**config.mk**
```make
export PLATFORM = sky130hd
export DESIGN_NAME = mem_wb_stage
export DESIGN_NICKNAME = d
export VERILOG_FILES = /design/src/rtl/riscv_pkg.sv /design/src/rtl/load_extend.sv /design/src/rtl/mem_wb_stage.sv
export SDC_FILE = /design/constraint.sdc
export NUM_CORES = 1
export LEC_CHECK = 0
export ABC_AREA = 1
export CORE_MARGIN = 2
export CORE_UTILIZATION = 40
export DETAILED_ROUTE_END_ITERATION = 10
export HOLD_SLACK_MARGIN = 0.02
export PLACE_DENSITY = 0.67
export SLEW_MARGIN = 10
export SYNTH_ARGS = -nofsm -noshare
export SYNTH_HDL_FRONTEND = slang
export SYNTH_HIERARCHICAL = 1
export SYNTH_SLANG_ARGS = --single-unit
```
**constraint.sdc**
```tcl
create_clock -name clk -period 4.15 [get_ports clk]
set_input_delay 0.6225 -clock clk [delete_from_list [all_inputs] [get_ports clk]]
set_output_delay 0.6225 -clock clk [all_outputs]
set_load 0.005 [all_outputs]
```
**src/rtl/riscv_pkg.sv**
```systemverilog
// Shared RV32 constants: datapath width, writeback source select and load funct3 encodings.
package riscv_pkg;

  localparam int unsigned XLEN = 32;

  localparam logic [1:0] WB_SEL_ALU  = 2'd0;
  localparam logic [1:0] WB_SEL_LOAD = 2'd1;
  localparam logic [1:0] WB_SEL_PC4  = 2'd2;

  localparam logic [2:0] LD_LB  = 3'd0;
  localparam logic [2:0] LD_LH  = 3'd1;
  localparam logic [2:0] LD_LW  = 3'd2;
  localparam logic [2:0] LD_LBU = 3'd4;
  localparam logic [2:0] LD_LHU = 3'd5;

endpackage

```
**src/rtl/load_extend.sv**
```systemverilog
// Combinational load lane extraction, sign/zero extension and misalignment detection.
module load_extend
  import riscv_pkg::*;
(
  input  logic [XLEN-1:0] word_i,
  input  logic [2:0]      ld_type_i,
  input  logic [1:0]      addr_lo_i,
  output logic [XLEN-1:0] data_o,
  output logic            misalign_o
);

  logic [7:0]  byte_lane;
  logic [15:0] half_lane;

  assign byte_lane = word_i[{addr_lo_i, 3'b000} +: 8];
  assign half_lane = addr_lo_i[1] ? word_i[31:16] : word_i[15:0];

  always_comb begin
    data_o     = word_i;
    misalign_o = 1'b0;
    case (ld_type_i)
      LD_LB:  data_o = {{(XLEN-8){byte_lane[7]}}, byte_lane};
      LD_LBU: data_o = {{(XLEN-8){1'b0}}, byte_lane};
      LD_LH: begin
        data_o     = {{(XLEN-16){half_lane[15]}}, half_lane};
        misalign_o = addr_lo_i[0];
      end
      LD_LHU: begin
        data_o     = {{(XLEN-16){1'b0}}, half_lane};
        misalign_o = addr_lo_i[0];
      end
      // LW and any undefined funct3 pass the full word through.
      default: misalign_o = (addr_lo_i != 2'b00);
    endcase
  end

endmodule

```
**src/rtl/mem_wb_stage.sv**
```systemverilog
// MEM/WB pipeline register: holds one retiring instruction, selects writeback data,
// drives the register file write port and counts retired instructions.
module mem_wb_stage
  import riscv_pkg::*;
#(
  parameter int unsigned XLEN  = riscv_pkg::XLEN,
  parameter int unsigned CNT_W = 32
) (
  input  logic             clk,
  input  logic             rst_n,
  input  logic             mem_valid,
  output logic             mem_ready,
  input  logic             wb_stall,
  input  logic             wb_flush,
  input  logic             mem_rf_we,
  input  logic [4:0]       mem_rd,
  input  logic [1:0]       mem_wb_sel,
  input  logic [2:0]       mem_ld_type,
  input  logic [1:0]       mem_addr_lo,
  input  logic [XLEN-1:0]  mem_alu_res,
  input  logic [XLEN-1:0]  mem_pc_add4,
  input  logic [XLEN-1:0]  mem_dmem_rd,
  output logic             rf_we,
  output logic [4:0]       rf_wa,
  output logic [XLEN-1:0]  rf_wd,
  output logic             fwd_valid,
  output logic             ld_misalign,
  output logic [CNT_W-1:0] instret
);

  logic             wb_valid_q;
  logic             wb_rf_we_q;
  logic [4:0]       wb_rd_q;
  logic [1:0]       wb_sel_q;
  logic [2:0]       wb_ld_type_q;
  logic [1:0]       wb_addr_lo_q;
  logic [XLEN-1:0]  wb_alu_q;
  logic [XLEN-1:0]  wb_pc4_q;
  logic [XLEN-1:0]  wb_dmem_q;
  logic [CNT_W-1:0] instret_q;

  logic            accept;
  logic            retire;
  logic [XLEN-1:0] ld_data;
  logic            ld_misalign_raw;
  logic            misalign_ret;

  assign mem_ready = ~wb_stall;
  assign accept    = mem_valid & mem_ready & ~wb_flush;
  assign retire    = wb_valid_q & ~wb_stall;

  always_ff @(posedge clk or negedge rst_n) begin
    if (!rst_n) begin
      wb_valid_q   <= 1'b0;
      wb_rf_we_q   <= 1'b0;
      wb_rd_q      <= '0;
      wb_sel_q     <= WB_SEL_ALU;
      wb_ld_type_q <= '0;
      wb_addr_lo_q <= '0;
      wb_alu_q     <= '0;
      wb_pc4_q     <= '0;
      wb_dmem_q    <= '0;
      instret_q    <= '0;
    end else begin
      if (accept) begin
        wb_valid_q   <= 1'b1;
        wb_rf_we_q   <= mem_rf_we;
        wb_rd_q      <= mem_rd;
        wb_sel_q     <= mem_wb_sel;
        wb_ld_type_q <= mem_ld_type;
        wb_addr_lo_q <= mem_addr_lo;
        wb_alu_q     <= mem_alu_res;
        wb_pc4_q     <= mem_pc_add4;
        wb_dmem_q    <= mem_dmem_rd;
      end else if (!wb_stall) begin
        wb_valid_q <= 1'b0;
      end
      // Free-running wrap; misaligned loads and x0 writes still retire.
      if (retire) begin
        instret_q <= instret_q + CNT_W'(1);
      end
    end
  end

  load_extend u_load_extend (
    .word_i     (wb_dmem_q),
    .ld_type_i  (wb_ld_type_q),
    .addr_lo_i  (wb_addr_lo_q),
    .data_o     (ld_data),
    .misalign_o (ld_misalign_raw)
  );

  assign misalign_ret = (wb_sel_q == WB_SEL_LOAD) & ld_misalign_raw;

  always_comb begin
    rf_wd = wb_alu_q;
    case (wb_sel_q)
      WB_SEL_LOAD: rf_wd = ld_data;
      WB_SEL_PC4:  rf_wd = wb_pc4_q;
      default:     rf_wd = wb_alu_q;
    endcase
  end

  assign rf_wa       = wb_rd_q;
  assign rf_we       = retire & wb_rf_we_q & (wb_rd_q != 5'd0) & ~misalign_ret;
  assign fwd_valid   = rf_we;
  assign ld_misalign = retire & misalign_ret;
  assign instret     = instret_q;

endmodule
```
==> results of run 1 <==
-- critical path: stages (launching register included) --
cell,delay (ns)
sky130_fd_sc_hd__dfrtp_1,0.61
sky130_fd_sc_hd__inv_2,0.21
sky130_fd_sc_hd__nand2_1,0.16
sky130_fd_sc_hd__nand3_1,0.08
sky130_fd_sc_hd__nand2_1,0.11
sky130_fd_sc_hd__nand2_2,0.31
sky130_fd_sc_hd__nand3_1,0.19
sky130_fd_sc_hd__nand2_1,0.07
sky130_fd_sc_hd__a21oi_1,0.22
sky130_fd_sc_hd__clkdlybuf4s50_1,0.52
-- logic make-up (layout without fill, tap and decap cells) --
group,after synthesis,after routing
simple gates,341,341
flops,142,142
mux,107,107
buf+inv,89,282
compound gates,77,77
xor+xnor,22,22
fa+ha+maj,3,3
other cells,0,1
-- power by group through the flow --
stage | combinational [mW] | sequential [mW] | clock (mW)
5_1_grt | 1.61 | 1.84 | 1.76
3_3_place_gp | 1.46 | 1.83 | 0
2_1_floorplan | 0.828 | 1.76 | 0
4_1_cts | 1.48 | 1.81 | 1.69
3_5_place_dp | 1.47 | 1.83 | 0
6_report | 1.47 | 1.82 | 1.67
-- layer usage --
metal | wire, µm | GRT usage [%]
met1 | 9271 | 29.32
met2 | 10490 | 36.26
met3 | 1447 | 5.922
met4 | 389 | 5.632
met5 | 12 | 0
-- state kept, by name, summed over array words and instances, names as in the netlist, 2 cells and up --
name          cells
instret          32
wb_alu_q         32
wb_dmem_q        32
wb_pc4_q         32
rf_wa             5
wb_ld_type_q      3
wb_addr_lo_q      2
wb_sel_q          2
-- Yosys cell counts, types with 2 or more instances --
cell type / count / area, µm²
sky130_fd_sc_hd__nand2_1: 175 / 656.9
sky130_fd_sc_hd__dfrtp_1: 142 / 3553
sky130_fd_sc_hd__mux2_4: 75 / 1126
sky130_fd_sc_hd__a21oi_1: 68 / 340.3
sky130_fd_sc_hd__nor2_1: 65 / 244.0
sky130_fd_sc_hd__nand3_1: 54 / 270.3
sky130_fd_sc_hd__inv_1: 51 / 191.4
sky130_fd_sc_hd__mux2_2: 32 / 360.4
sky130_fd_sc_hd__xor2_1: 15 / 131.4
sky130_fd_sc_hd__clkbuf_1: 14 / 52.55
sky130_fd_sc_hd__buf_6: 11 / 123.9
sky130_fd_sc_hd__nand4_1: 9 / 56.30
sky130_fd_sc_hd__buf_2: 8 / 40.04
sky130_fd_sc_hd__nor3_1: 8 / 40.04
sky130_fd_sc_hd__xnor2_1: 7 / 61.31
sky130_fd_sc_hd__o21ai_0: 6 / 30.03
sky130_fd_sc_hd__nand2_2: 5 / 31.28
sky130_fd_sc_hd__nor2_4: 5 / 56.30
sky130_fd_sc_hd__nand3_2: 4 / 40.04
sky130_fd_sc_hd__nor2_2: 4 / 25.02
sky130_fd_sc_hd__ha_1: 3 / 37.54
sky130_fd_sc_hd__inv_2: 3 / 11.26
sky130_fd_sc_hd__nand2_4: 2 / 22.52
sky130_fd_sc_hd__nor2_8: 2 / 40.04
sky130_fd_sc_hd__o211ai_1: 2 / 15.01
sky130_fd_sc_hd__or2_2: 2 / 12.51
-- worst max-delay path by stage --
| stage | startpoint | cells past startpoint | endpoint | slack (ns) |
|---|---|---|---|---|
| after CTS | wb_addr_lo_q[1] | 9 | rf_wd[14] | 0.65 |
| after floorplan | wb_sel_q[0] | 7 | rf_wd[0] | 2.16 |
| after detailed placement | wb_addr_lo_q[1] | 9 | rf_wd[14] | 1.10 |
| final | wb_addr_lo_q[1] | 9 | rf_wd[11] | 0.61 |
| after global routing | wb_addr_lo_q[1] | 9 | rf_wd[13] | 0.35 |
| after global placement | wb_addr_lo_q[1] | 9 | rf_wd[14] | 1.18 |
-- placed cells by master, fill, tap and decap left out, types with 2 or more instances in the layout --
| cell | synthesis | routed |
|---|---|---|
| sky130_fd_sc_hd__a21oi_1 | 68 | 68 |
| sky130_fd_sc_hd__buf_4 | 1 | 9 |
| sky130_fd_sc_hd__bufinv_16 | 0 | 4 |
| sky130_fd_sc_hd__clkbuf_16 | 0 | 17 |
| sky130_fd_sc_hd__clkbuf_8 | 0 | 5 |
| sky130_fd_sc_hd__clkdlybuf4s50_1 | 0 | 185 |
| sky130_fd_sc_hd__clkinv_2 | 0 | 2 |
| sky130_fd_sc_hd__clkinvlp_4 | 0 | 2 |
| sky130_fd_sc_hd__dfrtp_1 | 142 | 142 |
| sky130_fd_sc_hd__ha_1 | 3 | 3 |
| sky130_fd_sc_hd__inv_1 | 51 | 51 |
| sky130_fd_sc_hd__inv_2 | 3 | 3 |
| sky130_fd_sc_hd__mux2_2 | 32 | 32 |
| sky130_fd_sc_hd__mux2_4 | 75 | 75 |
| sky130_fd_sc_hd__nand2_1 | 175 | 175 |
| sky130_fd_sc_hd__nand2_2 | 5 | 5 |
| sky130_fd_sc_hd__nand2_4 | 2 | 2 |
| sky130_fd_sc_hd__nand3_1 | 54 | 54 |
| sky130_fd_sc_hd__nand3_2 | 4 | 4 |
| sky130_fd_sc_hd__nand4_1 | 9 | 9 |
| sky130_fd_sc_hd__nor2_1 | 65 | 65 |
| sky130_fd_sc_hd__nor2_2 | 4 | 4 |
| sky130_fd_sc_hd__nor2_4 | 5 | 5 |
| sky130_fd_sc_hd__nor2_8 | 2 | 2 |
| sky130_fd_sc_hd__nor3_1 | 8 | 8 |
| sky130_fd_sc_hd__o211ai_1 | 2 | 2 |
| sky130_fd_sc_hd__o21ai_0 | 6 | 6 |
| sky130_fd_sc_hd__or2_2 | 2 | 2 |
| sky130_fd_sc_hd__xnor2_1 | 7 | 7 |
| sky130_fd_sc_hd__xor2_1 | 15 | 15 |
-- area by class of cell --
class	count	area, µm²
diodes	1	2.502
clock inverters	9	153.9
multi-input cells	550	3667
clock buffers	23	498.0
inverters	54	202.7
repair buffers	196	1951
flip-flops and latches	142	3553
fillers	1659	8384
well taps	234	292.8
==> impl_metrics.json, run 1 <==
{
  "run_status": "finished clean",
  "syn2layout_area_growth_pct": 35.05,
  "routed_wire_length_per_instance_um": 17.88,
  "postSynthNetCount": 898,
  "power.internal_mw": 3.511,
  "violation_count_after_the_first_detailed_route_iteration": 313,
  "synth_compound_area_share_pct": 5.124,
  "synthesis.yosys.warnings": 6,
  "timing.rr.end": "instret[20]",
  "powerDensity_nw_per_um2": 480.0,
  "synthFlopType": "sky130_fd_sc_hd__dfrtp_1",
  "power.ir.vdd_worst_v": 0.0002809,
  "timing.setup.critical_path_class": "register to output pin",
  "cts_tree": "yes",
  "initial_utilization_pct": 40.86,
  "drt_first_pass_iters": 5,
  "maxCapViolations": 0,
  "grt_overflow_total": 0,
  "worst_clock_skew_ns": 0.01151,
  "syn_area_per_cell_um2": 9.785,
  "worst_slack_ns": 0.6112,
  "grt_max_degree": 99,
  "fp.dieW_um": 142.2,
  "synth_enable_flop_cells": 0,
  "sequentialPowerShare_pct": 36.6,
  "cts_root_buffer": "sky130_fd_sc_hd__clkbuf_16",
  "synthArstFlopShare_pct": 100.0,
  "r2r_cells": 7,
  "finish.cell_count_without_fillers": 1209,
  "design.portCount": 187,
  "grt_use_total_pct": 22.16,
  "final-max-slew-violation-count": 0,
  "post_cts.repair.setup_buffers": 0,
  "clock_sink_count": 142,
  "yosys-mux-area-fraction_pct": 19.45,
  "final_util_pct": 55.18,
  "pwr-share-clk_pct": 33.6,
  "io_buffers": 186,
  "reg2reg_setup_slack_ns": 2.57,
  "drt-total-wl_um": 21610,
  "clock_tree.htree_level_count": 4,
  "numPlacedInstances": 1176,
  "post_synth_xor_area_fraction_pct": 2.521,
  "detailedPlace.worstSlack_ns": 1.101,
  "final.setup.tns_ns": 0,
  "grt_pass1_wl_um": 34350,
  "postRouteAntennaNets": 0,
  "slew_worst_pin_ns": 0.9463,
  "ys_seq_elements": 142,
  "hp-class": "input pin to async pin",
  "drc_errors": 0,
  "cts_buffers": 17,
  "netSwitchingFraction_pct": 29.13,
  "achievable_clock_frequency_mhz": 282.6,
  "postLayoutCellArea_um2": 10320,
  "core_um2": 18710,
  "power_frac_comb_pct": 29.7,
  "clockBufferDepth": 2,
  "static-leakage-power_nw": 4.898,
  "setup_viol": 0,
  "crit-reg2reg-launch": "instret[1]",
  "final_min_period_over_clock_period_pct": 85.27,
  "fp.dieH_um": 142.2,
  "cts_resized": 0,
  "grt_setup_unrepaired": "no",
  "critical_path.endpoint_type": "output pin",
  "yosys.area_share.adder_pct": 0.4912,
  "max_slew_margin_pct": 36.91,
  "crit_path_max_fanout": 24,
  "timing.critical_path.arrival_ns": 2.92,
  "grt_pass1_vias": 6354,
  "total_power_mw": 4.954,
  "postSynthCellCount": 781,
  "hold_violations": 0,
  "number_of_antenna_violations_at_the_first_check_in_global_routing": 1,
  "worst_setup_path_start_kind": "register",
  "synth_sequential_area_ratio_pct": 46.50,
  "layout-drive-gt1-share_pct": 18.28,
  "dpl.hpwl_um": 15920,
  "period_minus_slack_ns": 3.539,
  "post_dp_cell_area_um2": 9667,
  "hold_buf_count_cts": 0,
  "fin_worst_hold_slack_ns": 0.2972,
  "clock_latency_ns": 0.42,
  "route.vias.total": 6169,
  "yosys.area_share.simple_pct": 20.28,
  "synth.cell_area_um2": 7642,
  "synth_top_family_by_area": "simple AND/OR/NAND/NOR gates",
  "total_number_of_nets_in_the_final_design": 1078,
  "synth.distinct_cells": 35,
  "fp.dieArea_um2": 20230,
  "clkSlewWorstSetupHoldPaths_ns": 0.06,
  "rows": 50,
  "critical_path_required_ns": 3.53,
  "via_per_inst": 5.103,
  "p_sw_mw": 1.443,
  "finalWeightedCongestion": 0.9136
}
No activity file was read; power rests on OpenSTA's default activity.
==> run 2: changes to the inputs <==
--- a/config.mk
+++ b/config.mk
@@ -9,6 +9,7 @@
 export CORE_MARGIN = 2
 export CORE_UTILIZATION = 40
 export DETAILED_ROUTE_END_ITERATION = 10
+export GPL_TIMING_DRIVEN = 0
 export HOLD_SLACK_MARGIN = 0.02
 export PLACE_DENSITY = 0.67
 export SLEW_MARGIN = 10
==> impl_metrics.json, run 2 (same netlist as run 1, synthesis figures left out) <==
{
  "maxCapViolations": 0,
  "final_min_period_over_clock_period_pct": 80.84,
  "grt_max_degree": 76,
  "period_minus_slack_ns": 3.355,
  "slowest_stage": "sky130_fd_sc_hd__clkdlybuf4s50_1",
  "setup_viol": 0,
  "rows": 50,
  "layout-drive-gt1-share_pct": 18.90,
  "drt-total-wl_um": 21520,
  "netSwitchingFraction_pct": 30.58,
  "timing.critical_path.arrival_ns": 2.73,
  "timing.rr.end": "instret[20]",
  "p_sw_mw": 1.500,
  "static-leakage-power_nw": 4.935,
  "cp_cell_sequence": "inv_1 > ha_1 > clkbuf_1 > inv_1 > clkbuf_1 > nor2_1 > a21oi_1 > clkdlybuf4s50_1",
  "total_number_of_nets_in_the_final_design": 1104,
  "detailedPlace.worstSlack_ns": 1.202,
  "critical_path.endpoint_type": "output pin",
  "final_common_cell": "sky130_fd_sc_hd__clkdlybuf4s50_1",
  "postLayoutCellArea_um2": 10440,
  "grt_use_total_pct": 21.86,
  "fp.dieH_um": 142.2,
  "max_slew_margin_pct": 60.91,
  "hp-class": "input pin to async pin",
  "cts_resized": 0,
  "final-max-slew-violation-count": 0,
  "r2r_cells": 7,
  "design.portCount": 187,
  "clock_tree.htree_level_count": 4,
  "power.ir.vdd_worst_v": 0.0003070,
  "drc_errors": 0,
  "numPlacedInstances": 1202,
  "achievable_clock_frequency_mhz": 298.1,
  "io_buffers": 186,
  "cts_root_buffer": "sky130_fd_sc_hd__clkbuf_16",
  "routed_wire_length_per_instance_um": 17.44,
  "total_power_mw": 4.904,
  "grt_pass1_wl_um": 33600,
  "reg2reg_setup_slack_ns": 2.55,
  "pwr-share-clk_pct": 32.1,
  "worst_slack_ns": 0.7951,
  "violation_count_after_the_first_detailed_route_iteration": 320,
  "grt_setup_unrepaired": "no",
  "postRouteAntennaNets": 0,
  "path_delay_family": "buffers and inverters",
  "slew_worst_pin_ns": 0.5863,
  "finish.cell_count_without_fillers": 1234,
  "hold_buf_count_cts": 0,
  "slowest_delay_ns": 0.54,
  "critical_path_required_ns": 3.53,
  "critical_path.startpoint": "wb_sel_q[0]",
  "worst_clock_skew_ns": 0.007816,
  "num_antenna_cells": 0,
  "syn2layout_area_growth_pct": 36.57,
  "sequentialPowerShare_pct": 36.9,
  "cts_buffers": 17,
  "clock_sink_count": 142,
  "timing.setup.critical_path_class": "register to output pin",
  "post_dp_cell_area_um2": 9829,
  "route.vias.total": 6195,
  "number_of_antenna_violations_at_the_first_check_in_global_routing": 0,
  "crit_path_max_fanout": 10,
  "via_per_inst": 5.020,
  "clkSlewWorstSetupHoldPaths_ns": 0.06,
  "finalWeightedCongestion": 0.9430,
  "power_frac_comb_pct": 31.0,
  "final_cell_mix": "185 x sky130_fd_sc_hd__clkdlybuf4s50_1, 175 x sky130_fd_sc_hd__nand2_1, 142 x sky130_fd_sc_hd__dfrtp_1",
  "grt_pass1_vias": 6291,
  "power.internal_mw": 3.404,
  "dpl.hpwl_um": 16620,
  "clock_latency_ns": 0.42,
  "clockBufferDepth": 2,
  "cts_tree": "yes",
  "post_cts.repair.setup_buffers": 0,
  "crit-reg2reg-launch": "instret[1]",
  "core_um2": 18710,
  "initial_utilization_pct": 40.86,
  "fp.dieW_um": 142.2,
  "run_status": "finished clean",
  "drt_first_pass_iters": 5,
  "grt_overflow_total": 0,
  "powerDensity_nw_per_um2": 469.8,
  "worst_setup_path_start_kind": "register",
  "hold_violations": 0,
  "cp_num_buf_inv": 5,
  "fp.dieArea_um2": 20230,
  "final_util_pct": 55.80
}
run 2: cell types whose count changed in the layout (fill, tap and decap cells not counted), sizes merged:
| cell | previous run | this run |
|---|---|---|
| clkbuf | 23 | 33 |
| bufinv | 4 | 3 |
| clkinvlp | 2 | 4 |
| diode | 1 | 0 |
| buf | 11 | 23 |
| clkinv | 2 | 5 |
run 2: power by group through the flow:
stage | sequential, mW | combinational (mW) | clock [mW]
global placement | 1.82 | 1.50 | 0
global route | 1.83 | 1.66 | 1.66
CTS | 1.80 | 1.53 | 1.60
detailed placement | 1.82 | 1.52 | 0
floorplan | 1.76 | 0.828 | 0
finish | 1.81 | 1.52 | 1.57
run 2: area by class of cell:
| type | count | area, µm² |
|---|---|---|
| fillers | 1658 | 8268 |
| clock inverters | 13 | 165.2 |
| well taps | 234 | 292.8 |
| multi-input cells | 550 | 3659 |
| inverters | 54 | 202.7 |
| flip-flops and latches | 142 | 3553 |
| clock buffers | 19 | 442.9 |
| plain buffers | 35 | 227.7 |
| repair buffers | 187 | 1894 |
run 2: how the worst max path moves through the flow:
stage                  end  cells past startpoint  slack, ns
6_report         rf_wd[21]                      8       0.80
5_1_grt          rf_wd[17]                      8       0.56
4_1_cts          rf_wd[26]                      8       0.76
3_5_place_dp         rf_we                      6       1.20
3_3_place_gp   wb_alu_q[1]                      1      -3.34
2_1_floorplan     rf_wd[0]                      7       2.16
run 2: layer usage:
metal | track usage [%] | up-vias | wire, µm
li1 | - | 2984 | -
met1 | 28.18 | 2976 | 9434
met2 | 36.49 | 202 | 10460
met3 | 4.812 | 33 | 1108
met4 | 7.421 | 0 | 518
met5 | 0 | - | 0
run 2: worst register-to-register path, delay by kind of cell (launching register included):
family / cells / cell delay [ns]
fa+ha+maj: 1 / 0.24
simple gates: 5 / 0.65
flops: 1 / 0.43
xor+xnor: 1 / 0.16
run 2: through the flow:
step           hold WS [ns]  TNS (ns)
6_report             0.1524         0
5_1_grt              0.1889         0
4_1_cts              0.1836         0
3_5_place_dp         0.4894         0
3_3_place_gp         0.4836   -473.06
2_1_floorplan        0.3269         0
